==> src/rtl/ahb_bus_arbiter_if.sv <==
// AHB arbitration bundle between requesting masters and the bus arbiter.
// master modport is the requester side, slave modport is the arbiter side.
interface ahb_bus_arbiter_if #(
  parameter int NUM_MASTERS = 4
);
  localparam int MW = $clog2(NUM_MASTERS);

  logic [NUM_MASTERS-1:0] HBUSREQ;
  logic [NUM_MASTERS-1:0] HLOCK;
  logic [1:0]             HTRANS;
  logic [2:0]             HBURST;
  logic                   HREADY;
  logic [NUM_MASTERS-1:0] HGRANT;
  logic [MW-1:0]          HMASTER;
  logic                   HMASTLOCK;

  modport master (
    output HBUSREQ, HLOCK, HTRANS, HBURST, HREADY,
    input  HGRANT, HMASTER, HMASTLOCK
  );

  modport slave (
    input  HBUSREQ, HLOCK, HTRANS, HBURST, HREADY,
    output HGRANT, HMASTER, HMASTLOCK
  );
endinterface

==> src/rtl/ahb_bus_arbiter.sv <==
// Round-robin AHB arbiter with burst/lock tracking and default-master parking.
// Define ARB_HOLD_TIMEOUT_EN to bound undefined-INCR ownership to MAX_HOLD edges.
module ahb_bus_arbiter #(
  parameter int NUM_MASTERS    = 4,
  parameter int DEFAULT_MASTER = 0,
  parameter int MAX_HOLD       = 32
) (
  input logic              HCLK,
  input logic              HRESETn,
  ahb_bus_arbiter_if.slave bus
);
  localparam int MW = $clog2(NUM_MASTERS);
  typedef logic [MW-1:0] idx_t;
  typedef logic [NUM_MASTERS-1:0] vec_t;

  localparam idx_t DEF = idx_t'(DEFAULT_MASTER);
  localparam vec_t ONE = vec_t'(1);

  localparam logic [1:0] T_BUSY   = 2'b01;
  localparam logic [1:0] T_NONSEQ = 2'b10;
  localparam logic [1:0] T_SEQ    = 2'b11;
  localparam logic [2:0] B_INCR   = 3'b001;

  idx_t       gidx_q;
  vec_t       grant_q;
  idx_t       hmaster_q;
  logic       hmastlock_q;
  logic [3:0] rem_q, rem_d;
  logic       incr_q, incr_d;

  logic is_nonseq, is_seq, is_busy;
  logic undef, lock_hold, burst_hold, incr_hold;
  logic others, tmo, hold;
  idx_t gnext;

  function automatic idx_t rr_pick(
    input idx_t g,
    input vec_t req
  );
    idx_t r;
    logic hit;
    r   = DEF;
    hit = 1'b0;
    // g+1 .. g-1 first, g itself last
    for (int i = 1; i <= NUM_MASTERS; i++) begin
      int j;
      j = (int'(g) + i) % NUM_MASTERS;
      if (!hit && req[j]) begin
        r   = idx_t'(j);
        hit = 1'b1;
      end
    end
    return r;
  endfunction

  assign is_nonseq = bus.HTRANS == T_NONSEQ;
  assign is_seq    = bus.HTRANS == T_SEQ;
  assign is_busy   = bus.HTRANS == T_BUSY;

  always_comb begin
    rem_d  = rem_q;
    incr_d = incr_q;
    unique case (1'b1)
      is_nonseq: begin
        incr_d = bus.HBURST == B_INCR;
        unique case (bus.HBURST)
          3'b010, 3'b011: rem_d = 4'd3;
          3'b100, 3'b101: rem_d = 4'd7;
          3'b110, 3'b111: rem_d = 4'd15;
          default:        rem_d = 4'd0;
        endcase
      end
      is_seq: rem_d = (rem_q != 4'd0) ? rem_q - 4'd1 : 4'd0;
      default: ;
    endcase
  end

  assign undef = (is_nonseq && bus.HBURST == B_INCR)
              || (incr_q && (is_seq || is_busy));

  assign lock_hold  = bus.HLOCK[gidx_q];
  assign burst_hold = rem_d > 4'd1;
  assign incr_hold  = undef && bus.HBUSREQ[gidx_q];
  assign others     = |(bus.HBUSREQ & ~(ONE << gidx_q));

`ifdef ARB_HOLD_TIMEOUT_EN
  localparam int TW = $clog2(MAX_HOLD + 1);
  localparam logic [TW-1:0] TLIM = TW'(MAX_HOLD - 1);

  logic [TW-1:0] timer_q;
  logic          incr_only;

  assign incr_only = incr_hold && !lock_hold && !burst_hold;
  assign tmo       = incr_only && others && timer_q == TLIM;

  always_ff @(posedge HCLK or negedge HRESETn) begin
    if (!HRESETn) begin
      timer_q <= '0;
    end else if (bus.HREADY) begin
      if (gnext != gidx_q)
        timer_q <= '0;
      else if (incr_only && timer_q != TLIM)
        timer_q <= timer_q + TW'(1);
    end
  end
`else
  assign tmo = 1'b0;
`endif

  assign hold  = (lock_hold || burst_hold || incr_hold) && !tmo;
  assign gnext = hold ? gidx_q : rr_pick(gidx_q, bus.HBUSREQ);

  always_ff @(posedge HCLK or negedge HRESETn) begin
    if (!HRESETn) begin
      gidx_q      <= DEF;
      grant_q     <= ONE << DEF;
      hmaster_q   <= DEF;
      hmastlock_q <= 1'b0;
      rem_q       <= 4'd0;
      incr_q      <= 1'b0;
    end else if (bus.HREADY) begin
      gidx_q      <= gnext;
      grant_q     <= ONE << gnext;
      hmaster_q   <= gidx_q;
      hmastlock_q <= bus.HLOCK[gidx_q];
      rem_q       <= rem_d;
      incr_q      <= incr_d;
    end
  end

  assign bus.HGRANT    = grant_q;
  assign bus.HMASTER   = hmaster_q;
  assign bus.HMASTLOCK = hmastlock_q;
endmodule

==> src/flat_wrapper.sv <==
// flat-port wrapper written by rule: the top's interface ports become plain ports
module ahb_bus_arbiter_flat 
#(
  parameter int NUM_MASTERS    = 4,
  parameter int DEFAULT_MASTER = 0,
  parameter int MAX_HOLD       = 32
)
  (HCLK, HRESETn, bus_HBUSREQ, bus_HLOCK, bus_HTRANS, bus_HBURST, bus_HREADY, bus_HGRANT, bus_HMASTER, bus_HMASTLOCK);
  ahb_bus_arbiter_if #(.NUM_MASTERS(NUM_MASTERS)) bus_i ();
  input logic HCLK;
  input logic HRESETn;
  input wire logic [$bits(bus_i.HBUSREQ)-1:0] bus_HBUSREQ;
  input wire logic [$bits(bus_i.HLOCK)-1:0] bus_HLOCK;
  input wire logic [$bits(bus_i.HTRANS)-1:0] bus_HTRANS;
  input wire logic [$bits(bus_i.HBURST)-1:0] bus_HBURST;
  input wire logic [$bits(bus_i.HREADY)-1:0] bus_HREADY;
  output wire logic [$bits(bus_i.HGRANT)-1:0] bus_HGRANT;
  output wire logic [$bits(bus_i.HMASTER)-1:0] bus_HMASTER;
  output wire logic [$bits(bus_i.HMASTLOCK)-1:0] bus_HMASTLOCK;
  assign bus_i.HBUSREQ = bus_HBUSREQ;
  assign bus_i.HLOCK = bus_HLOCK;
  assign bus_i.HTRANS = bus_HTRANS;
  assign bus_i.HBURST = bus_HBURST;
  assign bus_i.HREADY = bus_HREADY;
  assign bus_HGRANT = bus_i.HGRANT;
  assign bus_HMASTER = bus_i.HMASTER;
  assign bus_HMASTLOCK = bus_i.HMASTLOCK;
  ahb_bus_arbiter #(.NUM_MASTERS(NUM_MASTERS), .DEFAULT_MASTER(DEFAULT_MASTER), .MAX_HOLD(MAX_HOLD)) u_core (.HCLK(HCLK), .HRESETn(HRESETn), .bus(bus_i));
endmodule
==> config.mk <==
export PLATFORM = sky130hd
export DESIGN_NAME = ahb_bus_arbiter_flat
export DESIGN_NICKNAME = d
export VERILOG_FILES = /design/src/rtl/ahb_bus_arbiter_if.sv /design/src/rtl/ahb_bus_arbiter.sv /design/src/flat_wrapper.sv
export SDC_FILE = /design/constraint.sdc
export NUM_CORES = 1
export LEC_CHECK = 0
export CAP_MARGIN = 20
export CORE_MARGIN = 5
export CORE_UTILIZATION = 43
export CTS_CLUSTER_SIZE = 14
export DETAILED_ROUTE_END_ITERATION = 16
export PLACE_DENSITY_LB_ADDON = 0.3
export SLEW_MARGIN = 40
export SYNTH_ARGS = -nofsm -noshare
export SYNTH_HDL_FRONTEND = slang
export SYNTH_SLANG_ARGS = --single-unit
==> constraint.sdc <==
create_clock -name HCLK -period 2.4 [get_ports HCLK]
set_input_delay 0.72 -clock HCLK [delete_from_list [all_inputs] [get_ports HCLK]]
set_output_delay 0.72 -clock HCLK [all_outputs]
set_load 0.01 [all_outputs]
==> results of run 1 <==
-- synth_stat cells (2+ instances only) --
| master | instances | share of area (%) |
|---|---|---|
| a211oi_1 | 3 | 2.5 |
| a21oi_1 | 6 | 3.3 |
| a32oi_1 | 2 | 1.9 |
| clkbuf_1 | 4 | 1.7 |
| dfrtp_1 | 13 | 36 |
| ha_1 | 2 | 2.8 |
| inv_1 | 5 | 2.1 |
| mux2_2 | 3 | 3.7 |
| nand2_1 | 11 | 4.6 |
| nand2b_1 | 5 | 3.5 |
| nand3_1 | 2 | 1.1 |
| nor2_1 | 8 | 3.3 |
| nor2b_1 | 4 | 2.8 |
| nor3_1 | 3 | 1.7 |
| o21a_1 | 2 | 1.7 |
| o21ai_0 | 8 | 4.4 |
| o22ai_1 | 2 | 1.4 |
-- state kept, by name (all words and copies together), names as in the netlist --
| signal | flops |
|---|---|
| u_core.gidx_q | 2 |
| u_core.bus.HMASTER | 2 |
| u_core.bus.HGRANT | 4 |
| u_core.incr_q | 1 |
| u_core.rem_q | 4 |
| u_core.bus.HMASTLOCK | 1 |
-- worst max-delay path, cell delays in order --
cell	delay (ns)
dlygate4sd2_1	0.23
mux4_2	0.49
a21oi_2	0.12
nand4_1	0.22
or4_4	0.50
and2_4	0.18
o22ai_2	0.10
-- routing by layer --
layer / part of all wire [%] / vias to the layer above
met3: 5.3 / 7
met4: 2.2 / 0
met2: 53 / 28
met5: 0 / -
met1: 40 / 474
li1: - / 475
-- report_power, final --
| part | internal [mW] | total [mW] | switching [mW] |
|---|---|---|---|
| registers | 0.327 | 0.401 | 0.0746 |
| clock network | 0.0925 | 0.173 | 0.0801 |
| logic | 0.394 | 0.688 | 0.294 |
-- worst paths after layout --
kind	from	end	slack [ns]	cells past startpoint
min in group asynchronous	HRESETn	u_core.bus.HMASTER[0]	0.82	1
setup reg to reg	u_core.rem_q[0]	u_core.bus.HGRANT[2]	0.09	9
hold reg to reg	u_core.bus.HGRANT[0]	u_core.bus.HGRANT[0]	0.49	2
setup / recovery	bus_HLOCK[1]	u_core.bus.HGRANT[2]	0.06	7
hold / removal	u_core.bus.HGRANT[0]	u_core.bus.HGRANT[0]	0.49	2
max in group asynchronous	HRESETn	u_core.rem_q[1]	1.18	1
-- through the flow --
stage / TNS (ns) / util, % / cells / hold slack [ns] / worst slack, ns
6_report: 0 / 72.29 / 177 / 0.4890 / 0.05601
2_1_floorplan: 0 / - / 102 / 0.4244 / 0.05178
5_1_grt: -0.01133 / 72.29 / 177 / 0.5039 / -0.01133
3_5_place_dp: -3.131 / 64.20 / 164 / 0.4681 / -0.5737
4_1_cts: 0 / 69.19 / 174 / 0.4815 / 0.01713
3_3_place_gp: -2.832 / 64.20 / 164 / 0.4678 / -0.5325
-- cells by family after synthesis --
family / count (synthesis)
buffers and inverters: 9
AOI/OAI and AO/OA: 33
DFF: 14
xor gates and xnor gates: 1
adders and majority gates: 2
muxes: 4
and+or+nand+nor: 39
-- final cells by class --
cell class / instances / share of cell area (%)
Clock buffer: 4 / 2.533
Inverter: 5 / 1.310
Multi-Input combinational cell: 79 / 40.70
Timing Repair Buffer: 48 / 28.56
Tap cell: 27 / 2.358
Sequential cell: 14 / 24.54
-- repair_timing --
item / 4_1_cts / 5_1_grt
pin swaps: 6 / 5
setup buffers: 6 / 3
resized for setup: 17 / 12
endpoints found under the setup margin: 6 / 4
hold endpoints to repair: 0 / 0
==> summary.txt, run 1 <==
Placement
  – Detailed-placement wirelength estimate: 1834 µm
  – Total cell area at the placement stage: 0.001272 mm²
  – Weighted congestion reported at the end of routability-driven placement: 0.8161
  – Port Buffers: 22

Worst setup path
  – Critical path data arrival time: 2.55 ns
  – Setup crit start kind: input port
  – Kind of end point of the critical path: flip-flop
  – Startpoint-to-endpoint class of the critical path: input port to flip-flop
  – Top fanout value on the critical path: 4
  – Worst path required time: 2.61 ns

GRT
  – Vias in the first global route: 994
  – First-pass GRT wire length: 4126 µm
  – Initial antenna violation count: 0
  – Most used routing layer in global routing: met2
  – Met1 usage in global routing: 17.26%
  – Maximum number of pins on one net before global-route repair: 19
  – Global Route met3 Usage: 3.712%
  – Global Route met2 Usage: 30.24%
  – Global router's overall resource usage: 16.24%
  – Congestion Overflow GR: 0

Power
  – Power per cell area: 880.9 mW/mm²
  – Largest vdd supply drop: 0.0007175 V
  – Leakage: 0.6167 nW
  – Total power after layout: 1.262 mW

Clocking
  – Post-cts hold buffer count: 0
  – Inserted Clock Buffers: 3
  – Clock latency of the later-clocked register in the worst-skew pair: 0.29 ns
  – CTS HTree Levels: 1
  – Clock Path Buffers: 2
  – # clock sinks: 14
  – Clock-pin slew on the worst setup and hold paths: 0.08 ns
  – Root buffer selected by CTS: clkbuf_4
  – Clock tree from TritonCTS: yes

Yosys
  – Top flip-flop cell by instance count after synthesis: dfrtp_1
  – Synthesized instance count: 102
  – Post-synthesis async set-or-reset flop share: 100.0%
  – Yosys warning total: 0
  – Area fraction in compound gates after synthesis: 25.14%
  – Multiplexer area fraction after synthesis: 6.215%
  – Summed instance area of the synthesized netlist: 905.9 µm²
  – Area fraction in and, or, nand and nor cells after synthesis: 22.38%
  – Adder and majority cell fraction of the synthesized area: 2.762%
  – Library cells used by synthesis: 36
  – Number of synthesized flops with an enable pin: 0
  – Xor and xnor area share after synthesis: 0.9669%
  – Post-synthesis sequential area ratio: 38.81%
  – Dominant combinational cell family by area after synthesis: compound AO/OA/AOI/OAI gates
  – Mapped Nets: 120
  – Syn_area_per_cell: 8.881 µm²
  – Seq cells post-synth: 14

Finish
  – Post-route design area: 0.001433 mm²
  – Leading cell type in the layout, fill and taps excluded: buf_4
  – Layout Nets: 169
  – Area growth from synthesis to final layout: 58.15%
  – Area taken by flip-flops and latches: 351.6 µm²
  – Area of combinational cells with multiple inputs: 583.1 µm²
  – Antenna cells: 0
  – Share of cells above drive strength 1: 33.33%
  – Top library cells by usage in the layout, fill and taps aside: 26 x buf_4, 13 x clkdlybuf4s50_1, 13 x dfrtp_1, 10 x nand2_1, 8 x o21ai_0
  – Filler cell count in the final layout: 158

Timing
  – Highest attainable clock frequency: 0.4266 GHz
  – Number of endpoints with negative hold slack in the final report: 0
  – Minimum period implied by the final worst setup slack: 2.344 ns
  – Layout Skew: 0.002173 ns
  – Final Max Slew Viols: 0
  – Max_slew headroom: 58.15%
  – Share of the clock period used by the worst path: 97.67%
  – Setup Viol. Count Final: 0
  – Slew at the pin with the worst max-slew slack: 0.6258 ns

Die
  – Boundary Pins: 23
  – Starting density of the core: 45.71%
  – Die footprint: 0.003125 mm²
  – Core Footprint: 0.001982 mm²
  – Die Height: 55.90 µm
  – Die width: 55.90 µm
  – Row Count: 16

Outcome
  – Result of the run: finished, final reports clean

Drt
  – Vias: 984
  – Number of nets still failing antenna checks after routing: 0
  – Initial DRT Pass Iterations: 4
  – Avg WL per Cell: 14.40 µm
  – Detailed-route vias per instance: 5.559
  – Drt first-iter violations: 20
  – Remaining design rule violation count: 0
  – Total Wirelength: 2548 µm

Flow run
  – Max Cap Viol: 0

Hold path
  – Type of the most critical hold path: flip-flop to flip-flop
(Power assumes the default switching activity.)
==> run 2: changes to the inputs <==
--- a/config.mk
+++ b/config.mk
@@ -8,6 +8,7 @@
 export CAP_MARGIN = 20
 export CORE_MARGIN = 5
 export CORE_UTILIZATION = 43
+export CTS_CLUSTER_DIAMETER = 150
 export CTS_CLUSTER_SIZE = 14
 export DETAILED_ROUTE_END_ITERATION = 16
 export PLACE_DENSITY_LB_ADDON = 0.3
==> constraint.sdc (replaced) <==
create_clock -name HCLK -period 2.4 [get_ports HCLK]
set_input_delay 0.72 -clock HCLK [delete_from_list [all_inputs] [get_ports HCLK]]
set_output_delay 0.72 -clock HCLK [all_outputs]
set_load 0.1 [all_outputs]
==> run 2 against run 1 <==
  * Non-clock buffer count is 4 lower
  * Cell area shrank 1.4%
  * Routed wire length is 0.90% lower
  * Critical path depth unchanged
  * Clock power about the same
  * Die area did not move
  * Worst hold slack gained 0.011 ns
  * Global-route usage increased by 0.67 points
  * Largest cell class unchanged
  * Core utilization decreased by 1.0 points
==> summary.txt, run 2 (synthesized netlist as in run 1, its figures left out) <==
Outcome
  – Result of the run: finished, final reports clean

Clocking
  – Inserted Clock Buffers: 3 (unchanged)
  – CTS HTree Levels: 1 (unchanged)
  – Root buffer selected by CTS: clkbuf_4
  – Clock-pin slew on the worst setup and hold paths: 0.09 ns (about the same)
  – Clock Path Buffers: 2 (unchanged)
  – # clock sinks: 14 (unchanged)
  – Clock tree from TritonCTS: yes
  – Clock latency of the later-clocked register in the worst-skew pair: 0.29 ns (about the same)

Worst setup path
  – Worst path required time: 2.62 ns (about the same)
  – Kind of end point of the critical path: flip-flop
  – Worst reg-to-reg setup slack: 0.11 ns (+0.02 ns)
  – Startpoint-to-endpoint class of the critical path: input port to flip-flop
  – Top fanout value on the critical path: 3 (-1)
  – Critical path data arrival time: 2.58 ns (+0.03 ns)
  – Setup crit start kind: input port

Timing
  – Worst hold margin: 0.5004 ns (+0.01139 ns)
  – Share of the clock period used by the worst path: 98.64% (+0.97 points)
  – Slew at the pin with the worst max-slew slack: 0.6519 ns (+0.02606 ns)
  – Layout Skew: 0.004031 ns (+0.001858 ns)
  – Number of endpoints with negative hold slack in the final report: 0 (unchanged)
  – Max_slew headroom: 56.41% (-1.7 points)
  – Setup Viol. Count Final: 0 (unchanged)
  – Highest attainable clock frequency: 0.4224 GHz (-0.99%)
  – Final Max Slew Viols: 0 (unchanged)
  – Minimum period implied by the final worst setup slack: 2.367 ns (+0.02333 ns)

Drt
  – Initial DRT Pass Iterations: 5 (+1)
  – Drt first-iter violations: 19 (-5.0%)
  – Detailed-route vias per instance: 5.618 (+1.1%)
  – Remaining design rule violation count: 0 (unchanged)
  – Avg WL per Cell: 14.60 µm (+1.4%)
  – Total Wirelength: 2525 µm (-0.90%)
  – Vias: 972 (-1.2%)
  – Number of nets still failing antenna checks after routing: 0 (unchanged)

Hold path
  – Type of the most critical hold path: flip-flop to flip-flop

GRT
  – Vias in the first global route: 1009 (+1.5%)
  – First-pass GRT wire length: 4298 µm (+4.2%)
  – Maximum number of pins on one net before global-route repair: 19 (unchanged)
  – Initial antenna violation count: 0 (unchanged)
  – Congestion Overflow GR: 0 (unchanged)
  – Global router's overall resource usage: 16.91% (+0.67 points)

Power
  – Fraction of power consumed by the clock network: 10.4% (-3.3 points)
  – Power per cell area: 1175 mW/mm² (+33%)
  – Power dissipated by switching net loads: 847.9 µW (+89%)
  – Share of total power in combinational logic: 65.0% (+10 points)
  – Total internal power: 812.0 µW (-0.18%)
  – Largest vdd supply drop: 0.001219 V (+70%)
  – Share of power burned in registers: 24.5% (-7.3 points)
  – Net Sw Frac: 51.08% (+16 points)
  – Total power after layout: 1.660 mW (+32%)
  – Leakage: 0.6405 nW (+3.9%)

Die
  – Boundary Pins: 23 (unchanged)
  – Die width: 55.90 µm (unchanged)
  – Die Height: 55.90 µm (unchanged)
  – Core Footprint: 0.001982 mm² (unchanged)
  – Row Count: 16 (unchanged)
  – Die footprint: 0.003125 mm² (unchanged)
  – Starting density of the core: 45.71% (unchanged)

Finish
  – Antenna cells: 0 (unchanged)
  – Top library cells by usage in the layout, fill and taps aside: 28 x buf_4, 13 x dfrtp_1, 10 x nand2_1, 7 x o21ai_0
  – Area taken by flip-flops and latches: 351.6 µm² (unchanged)
  – Share of cells above drive strength 1: 38.36% (+5.0 points)
  – Leading cell type in the layout, fill and taps excluded: buf_4
  – Area growth from synthesis to final layout: 55.94%
  – Layout Nets: 165 (-2.4%)
  – Filler cell count in the final layout: 145 (-8.2%)
  – Area of combinational cells with multiple inputs: 589.3 µm² (+1.1%)

Flow run
  – Max Cap Viol: 0 (unchanged)

Placement
  – Detailed-placement wirelength estimate: 1758 µm (-4.1%)
  – Weighted congestion reported at the end of routability-driven placement: 0.8055 (-1.3%)
  – Port Buffers: 22 (unchanged)
==> run 2: cell count changes in the layout (fill, tap and decap cells not counted), sizes merged <==
cell,change
clkdlybuf4s50,-7
buf,+3
dlymetal6s2s,+3
clkdlybuf4s15,-2
dlygate4sd2,-1
==> run 2: path summary, 6_finish.rpt <==
| check | endpoint | depth (start not counted) | from |
|---|---|---|---|
| worst max-delay path | u_core.bus.HGRANT[2] | 7 | bus_HLOCK[3] |
| worst min-delay path | u_core.incr_q | 2 | u_core.incr_q |
| worst max register to register | u_core.bus.HGRANT[2] | 9 | u_core.rem_q[0] |
| worst min register to register | u_core.incr_q | 2 | u_core.incr_q |
| max in group asynchronous | u_core.rem_q[2] | 1 | HRESETn |
| min in group asynchronous | u_core.gidx_q[1] | 1 | HRESETn |
==> run 2: per-layer routing <==
layer  track usage, %  share of wire, %  routed length [µm]
met5                0                 0                   0
met4            7.119               1.7                  43
met3            3.944               5.4                 137
met2            30.41                53                1341
met1            18.95                40                1003
==> run 2: final cells by class <==
class | count | share of cell area, %
Clock buffer | 4 | 2.569
Inverter | 5 | 1.329
Timing Repair Buffer | 44 | 27.10
Multi-Input combinational cell | 79 | 41.72
Sequential cell | 14 | 24.89
Tap cell | 27 | 2.392
==> run 2: critical path, stage by stage <==
cell and delay [ns]:
dlygate4sd2_1 0.23, mux4_2 0.50, a21oi_2 0.12, nand4_1 0.18, or4_4 0.57, and2_4 0.18
o22ai_2 0.07
==> run 2: per-stage QoR <==
step	instance area, µm²	setup WS (ns)	cells	setup TNS [ns]	utilization, %
3_3_place_gp	1267	-0.5261	164	-2.799	63.95
4_1_cts	1361	0.01138	171	0	68.69
2_1_floorplan	905.9	0.05178	102	0	-
6_report	1413	0.03267	173	0	71.28
3_5_place_dp	1267	-0.6047	164	-3.231	63.95
5_1_grt	1413	-0.007617	173	-0.007617	71.28
==> run 2: power groups by stage <==
stage	Clock [mW]	Sequential, mW	Combinational (mW)
detailed placement	0	0.410	0.969
floorplan	0	0.792	0.297
CTS	0.177	0.408	1.04
global placement	0	0.406	0.956
finish	0.173	0.407	1.08
global route	0.187	0.422	1.14
==> run 2: what timing repair did <==
item                                    CTS  global route
setup buffers                             3             2
pin swaps                                 7             5
resized for setup                        18            12
hold buffers                              0             0
hold endpoints to repair                  0             0
endpoints found under the setup margin    6             6
